File: config.mk
export PLATFORM = sky130hd
export DESIGN_NAME = alu_muldiv_flat
export DESIGN_NICKNAME = d
export VERILOG_FILES = /design/src/rtl/alu_muldiv_if.sv /design/src/rtl/alu_muldiv.sv /design/src/flat_wrapper.sv
export SDC_FILE = /design/constraint.sdc
export NUM_CORES = 1
export LEC_CHECK = 0
export CAP_MARGIN = 20
export CORE_MARGIN = 3
export CORE_UTILIZATION = 45
export DETAILED_ROUTE_END_ITERATION = 8
export PLACE_DENSITY = 0.66
export SYNTH_ARGS = -nofsm -noshare
export SYNTH_HDL_FRONTEND = slang
export SYNTH_SLANG_ARGS = --single-unit
File: constraint.sdc
create_clock -name clk -period 4.2 [get_ports clk]
set_input_delay 0.42 -clock clk [delete_from_list [all_inputs] [get_ports clk]]
set_output_delay 0.42 -clock clk [all_outputs]
set_load 0.03 [all_outputs]
File: src/rtl/alu_muldiv_if.sv
// rtl/alu_muldiv_if.sv - Command, write-port and result bundle for the iterative multiply/divide unit
//
// Purpose: groups the datapath-facing signals of alu_muldiv.
// Ports (master = datapath/controller side, slave = alu_muldiv):
//   Start, MulDiv, Sign, A, B      operation request (master -> slave)
//   WrHI, WrLO, WData              MTHI/MTLO writes (master -> slave)
//   Busy, Done, DivZero, HI, LO    status and result registers (slave -> master)
interface alu_muldiv_if #(
    parameter int WIDTH = 32
);
    logic             Start;
    logic             MulDiv;
    logic             Sign;
    logic [WIDTH-1:0] A;
    logic [WIDTH-1:0] B;
    logic             WrHI;
    logic             WrLO;
    logic [WIDTH-1:0] WData;
    logic             Busy;
    logic             Done;
    logic             DivZero;
    logic [WIDTH-1:0] HI;
    logic [WIDTH-1:0] LO;

    modport master (
        output Start, MulDiv, Sign, A, B, WrHI, WrLO, WData,
        input  Busy, Done, DivZero, HI, LO
    );

    modport slave (
        input  Start, MulDiv, Sign, A, B, WrHI, WrLO, WData,
        output Busy, Done, DivZero, HI, LO
    );
endinterface

File: src/rtl/alu_muldiv.sv
// rtl/alu_muldiv.sv - Iterative one-bit-per-cycle multiply/divide unit with HI/LO registers
//
// Purpose: shift-add multiply and restoring divide on operand magnitudes, WIDTH
//   iterations, followed by a sign fix-up cycle that writes HI/LO and pulses Done.
// Ports:
//   clk    clock, rising edge
//   reset  synchronous, active-high; aborts any running operation
//   bus    alu_muldiv_if.slave (Start/MulDiv/Sign/A/B in, WrHI/WrLO/WData in,
//          Busy/Done/DivZero/HI/LO out)
module alu_muldiv #(
    parameter int WIDTH = 32
) (
    input  logic         clk,
    input  logic         reset,
    alu_muldiv_if.slave  bus
);
    localparam int CW = $clog2(WIDTH);

    localparam logic [1:0] IDLE = 2'd0;
    localparam logic [1:0] CALC = 2'd1;
    localparam logic [1:0] FIX  = 2'd2;

    logic [1:0]       state;
    logic [CW-1:0]    count;
    logic             op_div;
    logic             neg_lo;     // negate product (mult) or quotient (div)
    logic             neg_hi;     // remainder takes the sign of the dividend
    logic             div_zero;

    // Working registers. Multiply: {acc_hi, acc_lo} is the partial product with the
    // multiplier shifting out of acc_lo. Divide: acc_hi is the partial remainder and
    // acc_lo shifts dividend bits out the top while quotient bits shift in the bottom.
    logic [WIDTH-1:0] acc_hi;
    logic [WIDTH-1:0] acc_lo;
    logic [WIDTH-1:0] opb;

    logic [WIDTH-1:0] hi_q;
    logic [WIDTH-1:0] lo_q;
    logic             done_q;
    logic             dz_q;

    logic             a_neg;
    logic             b_neg;
    logic [WIDTH-1:0] a_mag;
    logic [WIDTH-1:0] b_mag;
    logic [WIDTH:0]   mul_sum;
    logic [WIDTH:0]   div_shift;
    logic [WIDTH:0]   div_diff;
    logic [2*WIDTH-1:0] product;
    logic [2*WIDTH-1:0] prod_fix;
    logic [WIDTH-1:0] quo_fix;
    logic [WIDTH-1:0] rem_fix;

    always_comb begin
        a_neg = bus.Sign & bus.A[WIDTH-1];
        b_neg = bus.Sign & bus.B[WIDTH-1];
        a_mag = a_neg ? -bus.A : bus.A;
        b_mag = b_neg ? -bus.B : bus.B;

        mul_sum   = {1'b0, acc_hi} + (acc_lo[0] ? {1'b0, opb} : {(WIDTH+1){1'b0}});
        div_shift = {acc_hi, acc_lo[WIDTH-1]};
        // A set top bit means the trial subtraction borrowed: keep the shifted remainder.
        div_diff  = div_shift - {1'b0, opb};

        product  = {acc_hi, acc_lo};
        prod_fix = neg_lo ? -product : product;
        quo_fix  = neg_lo ? -acc_lo : acc_lo;
        rem_fix  = neg_hi ? -acc_hi : acc_hi;
    end

    always_ff @(posedge clk) begin
        if (reset) begin
            state    <= IDLE;
            count    <= '0;
            op_div   <= 1'b0;
            neg_lo   <= 1'b0;
            neg_hi   <= 1'b0;
            div_zero <= 1'b0;
            acc_hi   <= '0;
            acc_lo   <= '0;
            opb      <= '0;
            hi_q     <= '0;
            lo_q     <= '0;
            done_q   <= 1'b0;
            dz_q     <= 1'b0;
        end else begin
            done_q <= 1'b0;
            case (state)
                IDLE: begin
                    if (bus.Start) begin
                        acc_hi   <= '0;
                        acc_lo   <= a_mag;
                        opb      <= b_mag;
                        op_div   <= bus.MulDiv;
                        neg_lo   <= a_neg ^ b_neg;
                        neg_hi   <= a_neg;
                        div_zero <= bus.MulDiv & (bus.B == '0);
                        dz_q     <= 1'b0;
                        count    <= '0;
                        state    <= CALC;
                    end else begin
                        if (bus.WrHI) hi_q <= bus.WData;
                        if (bus.WrLO) lo_q <= bus.WData;
                    end
                end
                CALC: begin
                    if (op_div) begin
                        acc_hi <= div_diff[WIDTH] ? div_shift[WIDTH-1:0] : div_diff[WIDTH-1:0];
                        acc_lo <= {acc_lo[WIDTH-2:0], ~div_diff[WIDTH]};
                    end else begin
                        acc_hi <= mul_sum[WIDTH:1];
                        acc_lo <= {mul_sum[0], acc_lo[WIDTH-1:1]};
                    end
                    count <= count + CW'(1);
                    if (count == CW'(WIDTH-1)) state <= FIX;
                end
                FIX: begin
                    if (op_div) begin
                        // With B == 0 every trial succeeds, so the remainder ends as |A|;
                        // re-applying A's sign restores the original dividend in HI.
                        hi_q <= rem_fix;
                        lo_q <= div_zero ? '1 : quo_fix;
                        dz_q <= div_zero;
                    end else begin
                        hi_q <= prod_fix[2*WIDTH-1:WIDTH];
                        lo_q <= prod_fix[WIDTH-1:0];
                    end
                    done_q <= 1'b1;
                    state  <= IDLE;
                end
                default: state <= IDLE;
            endcase
        end
    end

    assign bus.Busy    = (state != IDLE);
    assign bus.Done    = done_q;
    assign bus.DivZero = dz_q;
    assign bus.HI      = hi_q;
    assign bus.LO      = lo_q;
endmodule
File: src/flat_wrapper.sv
// flat-port wrapper written by rule: the top's interface ports become plain ports
module alu_muldiv_flat 
#(
    parameter int WIDTH = 32
)
  (clk, reset, bus_Start, bus_MulDiv, bus_Sign, bus_A, bus_B, bus_WrHI, bus_WrLO, bus_WData, bus_Busy, bus_Done, bus_DivZero, bus_HI, bus_LO);
  alu_muldiv_if #(.WIDTH(WIDTH)) bus_i ();
  input  logic clk;
  input  logic reset;
  input wire logic [$bits(bus_i.Start)-1:0] bus_Start;
  input wire logic [$bits(bus_i.MulDiv)-1:0] bus_MulDiv;
  input wire logic [$bits(bus_i.Sign)-1:0] bus_Sign;
  input wire logic [$bits(bus_i.A)-1:0] bus_A;
  input wire logic [$bits(bus_i.B)-1:0] bus_B;
  input wire logic [$bits(bus_i.WrHI)-1:0] bus_WrHI;
  input wire logic [$bits(bus_i.WrLO)-1:0] bus_WrLO;
  input wire logic [$bits(bus_i.WData)-1:0] bus_WData;
  output wire logic [$bits(bus_i.Busy)-1:0] bus_Busy;
  output wire logic [$bits(bus_i.Done)-1:0] bus_Done;
  output wire logic [$bits(bus_i.DivZero)-1:0] bus_DivZero;
  output wire logic [$bits(bus_i.HI)-1:0] bus_HI;
  output wire logic [$bits(bus_i.LO)-1:0] bus_LO;
  assign bus_i.Start = bus_Start;
  assign bus_i.MulDiv = bus_MulDiv;
  assign bus_i.Sign = bus_Sign;
  assign bus_i.A = bus_A;
  assign bus_i.B = bus_B;
  assign bus_i.WrHI = bus_WrHI;
  assign bus_i.WrLO = bus_WrLO;
  assign bus_i.WData = bus_WData;
  assign bus_Busy = bus_i.Busy;
  assign bus_Done = bus_i.Done;
  assign bus_DivZero = bus_i.DivZero;
  assign bus_HI = bus_i.HI;
  assign bus_LO = bus_i.LO;
  alu_muldiv #(.WIDTH(WIDTH)) u_core (.clk(clk), .reset(reset), .bus(bus_i));
endmodule
==> impl_metrics.toml <==
[pwr]
ir_worst_vdd_mv = 0.317
power.density_nw_per_um2 = 303
sequentialPowerShare_pct = 36.5
p_int_mw = 3.19
p_sw_share_pct = 37.8
p_leak_nw = 6.42
power_mw = 5.13
clock_power_share_pct = 31.3
switchingPower_mw = 1.94
p_comb_share_pct = 32.2

[clocking]
cts_buffers = 17
clock_sinks = 173
cts_tree = "yes"
cts_root_buffer = "clkbuf_16"
hold_buffers = 0
clockBufferDepth = 2
clk_latency_ps = 450
cts_htree_levels = 4
cts_setup_buffers = 0
clkTransAtPathRegs_ps = 80
post_cts_resized = 0

[timing]
maxSlewViolCount = 0
fin_skew_ps = 18.4
tns_ps = 0
finalSetupViolCount = 0
period_share_pct = 89.9
fmax_ghz = 0.265
rsz0062_at_grt = "false"
slew_headroom_pct = 26.6
tightest_slew_ps = 1100
fin_crit_ps = 3770
hold_violations = 0

[place]
portBuffers = 169
dp_hpwl_um = 38600
place_congestion = 0.975

[setup_path]
r2r_slack_ps = 430
r2r_cells = 13
crit_family = "compound AO/OA/AOI/OAI gates"
crit_required_ps = 4550
path_max_fanout = 28
worst-setup-path-type = "flop to flop"
crit_path_end_kind = "flop"
start_kind = "flop"
cpMostUsedCell = "a21oi_1"
cpPeakStageDelay_ps = 490
crit_arrival_ps = 4120
cp_cell_sequence = "inv_1, ha_1, fa_1, nand2b_1, a21oi_1, o21ai_0, a21oi_1, a211o_1, nand2_1, xnor2_4, buf_12, mux2_2, o221ai_1"
cp.depth = 13
cp_slowest_cell = "a21oi_1"
crit_buf_inv = 2
r2r_start = "u_core.acc_lo[31]$_SDFFE_PP0P_"
r2r-end = "u_core.acc_hi[0]$_SDFFE_PP0P_"

[yosys]
ys_ff_latch = 173
yosysWarnings = 0
synth_top_area_share_pct = 24.2
synth_ff_type = "dfxtp_1"
synthArstFlopShare_pct = 0
synth_edf_count = 0
yosysTopAreaCell = "dfxtp_1"
synth.most_common_cell = "nor2_1"
ys_types = 80
syn-cell-area_um2 = 14300
synthTopCellsByCount = "nor2_1, nand2_1, dfxtp_1, a21oi_1, o21ai_0"
synth_nets = 2102
yosysSeqAreaShare_pct = 24.2
synth_area_per_cell_um2 = 7.43
yosys-top-cells-area = "dfxtp_1, ha_1, a211oi_1, nor2_1, a21oi_1"
synthCells = 1927

[route]
dr.pass1.iters = 6
first_iter_violations = 1583
avgViaCountPerCell = 6.16
num_vias = 15000
ant_nets = 0
drc = 0
wl_um = 50600
avgRoutedWirePerCell_um = 20.8

[finish]
n_antenna_cell = 0
fin_nets = 2201
area_delta_synth_final_pct = 18.5
drive_gt1_share_pct = 5.44

[global_route]
grt_pass1_vias = 13800
overflow = 0
antenna_found_initial = 0
grt_pass1_wl_um = 77700
grt_start_max_net_pins = 76
grtUsageTotal_pct = 28.8

[job]
maxCapViolations = 0

[min_path]
worstHoldEndpoint = "u_core.bus.HI[30]$_SDFFE_PP0P_"
hold_start = "u_core.bus.HI[30]$_SDFFE_PP0P_"
hold-path-cell-count = 2
hp-class = "flop to flop"

[floorplan]
dieHeight_um = 184
initial_utilization_pct = 46.2
die_area_um2 = 34000
rows = 64
io_pins = 170
fp.dieW_um = 184
core_um2 = 31000

[outcome]
status = "finished clean"
## state kept, by name, summed over array words and instances (netlist names)
name	flops
u_core.acc_hi	32
u_core.acc_lo	32
u_core.bus.HI	32
u_core.bus.LO	32
u_core.opb	32
u_core.count	5
u_core.state	2
u_core.bus.DivZero	1
u_core.bus.Done	1
u_core.div_zero	1
u_core.neg_hi	1
u_core.neg_lo	1
u_core.op_div	1
## worst reg2reg max path: stages, from the launching register on
cell	delay [ps]
dfxtp_1	470
inv_1	120
ha_1	230
fa_1	410
nand2b_1	190
a21oi_1	180
o21ai_0	260
a21oi_1	490
a211o_1	220
nand2_1	140
xnor2_4	190
buf_12	260
mux2_2	370
o221ai_1	160
## how the worst max path moves through the flow
| stage | startpoint | to | slack, ps |
|---|---|---|---|
| 3_5_place_dp | u_core.acc_lo[31]$_SDFFE_PP0P_ | u_core.acc_hi[0]$_SDFFE_PP0P_ | 520 |
| 3_3_place_gp | bus_A[4] | u_core.acc_lo[31]$_SDFFE_PP0P_ | 650 |
| 5_1_grt | u_core.acc_lo[0]$_SDFFE_PP0P_ | u_core.acc_hi[30]$_SDFFE_PP0P_ | 150 |
| 4_1_cts | u_core.acc_lo[31]$_SDFFE_PP0P_ | u_core.acc_hi[0]$_SDFFE_PP0P_ | 490 |
| 6_report | u_core.acc_lo[31]$_SDFFE_PP0P_ | u_core.acc_hi[0]$_SDFFE_PP0P_ | 430 |
| 2_1_floorplan | u_core.acc_lo[31]$_SDFFE_PP0P_ | u_core.acc_hi[1]$_SDFFE_PP0P_ | 1020 |
## final cells by class
cell class	count	area (um2)
Clock buffer	17	425
Clock inverter	15	145
Fill cell	2958	14000
Inverter	62	233
Multi-Input combinational cell	1562	10200
Sequential cell	173	3470
Tap cell	396	495
Timing Repair Buffer	210	2020
## cell usage in the layout (no fill, tap or decap), drive strengths merged, types with 55 or more instances in the layout
cell / synthesis / layout
dfxtp: 173 / 173
xor2: 70 / 70
clkdlybuf4s50: 0 / 168
xnor2: 90 / 90
mux2i: 55 / 55
nor2: 218 / 218
ha: 70 / 70
a211oi: 113 / 113
inv: 62 / 71
a21oi: 161 / 161
o21ai: 121 / 121
nand2: 182 / 182
## power by group through the flow
| stage | sequential, mW | clock, mW | combinational [mW] |
|---|---|---|---|
| 3_3_place_gp | 1.90 | 0 | 1.60 |
| 5_1_grt | 1.89 | 1.67 | 1.79 |
| 6_report | 1.88 | 1.60 | 1.65 |
| 4_1_cts | 1.87 | 1.61 | 1.62 |
| 3_5_place_dp | 1.91 | 0 | 1.61 |
| 2_1_floorplan | 1.91 | 0 | 1.03 |
## metal layers
layer / share of wire (%) / routed length (um) / GRT usage, % / vias to the layer above
met5: 0 / 0 / 0 / -
li1: - / - / - / 7247
met3: 7.8 / 3940 / 4.82 / 85
met4: 2.3 / 1180 / 7.92 / 0
met1: 47 / 23600 / 42.0 / 7042
met2: 43 / 21900 / 43.8 / 636
## logic make-up after synthesis
logic type               Yosys count  synth area share, %
XOR/XNOR                         160                 9.90
flip-flops                       173                 24.2
AND/OR/NAND/NOR                  650                 21.6
multiplexers                      58                 4.08
buffers and inverters            192                 5.12
adder cells (fa/ha/maj)           72                 6.40
AO/OA/AOI/OAI                    622                 28.7
## stage by stage
stage | utilization (%) | hold WS, ps | instances | instance area, um2 | worst slack, ps
floorplan | - | 429 | 1927 | 14300 | 1020
global placement | 52.8 | 433 | 2401 | 16400 | 649
detailed placement | 52.8 | 443 | 2401 | 16400 | 522
CTS | 54.6 | 456 | 2433 | 16900 | 490
global route | 54.7 | 475 | 2435 | 17000 | 147
finish | 54.7 | 451 | 2435 | 17000 | 425
(Power assumes the default switching activity.)
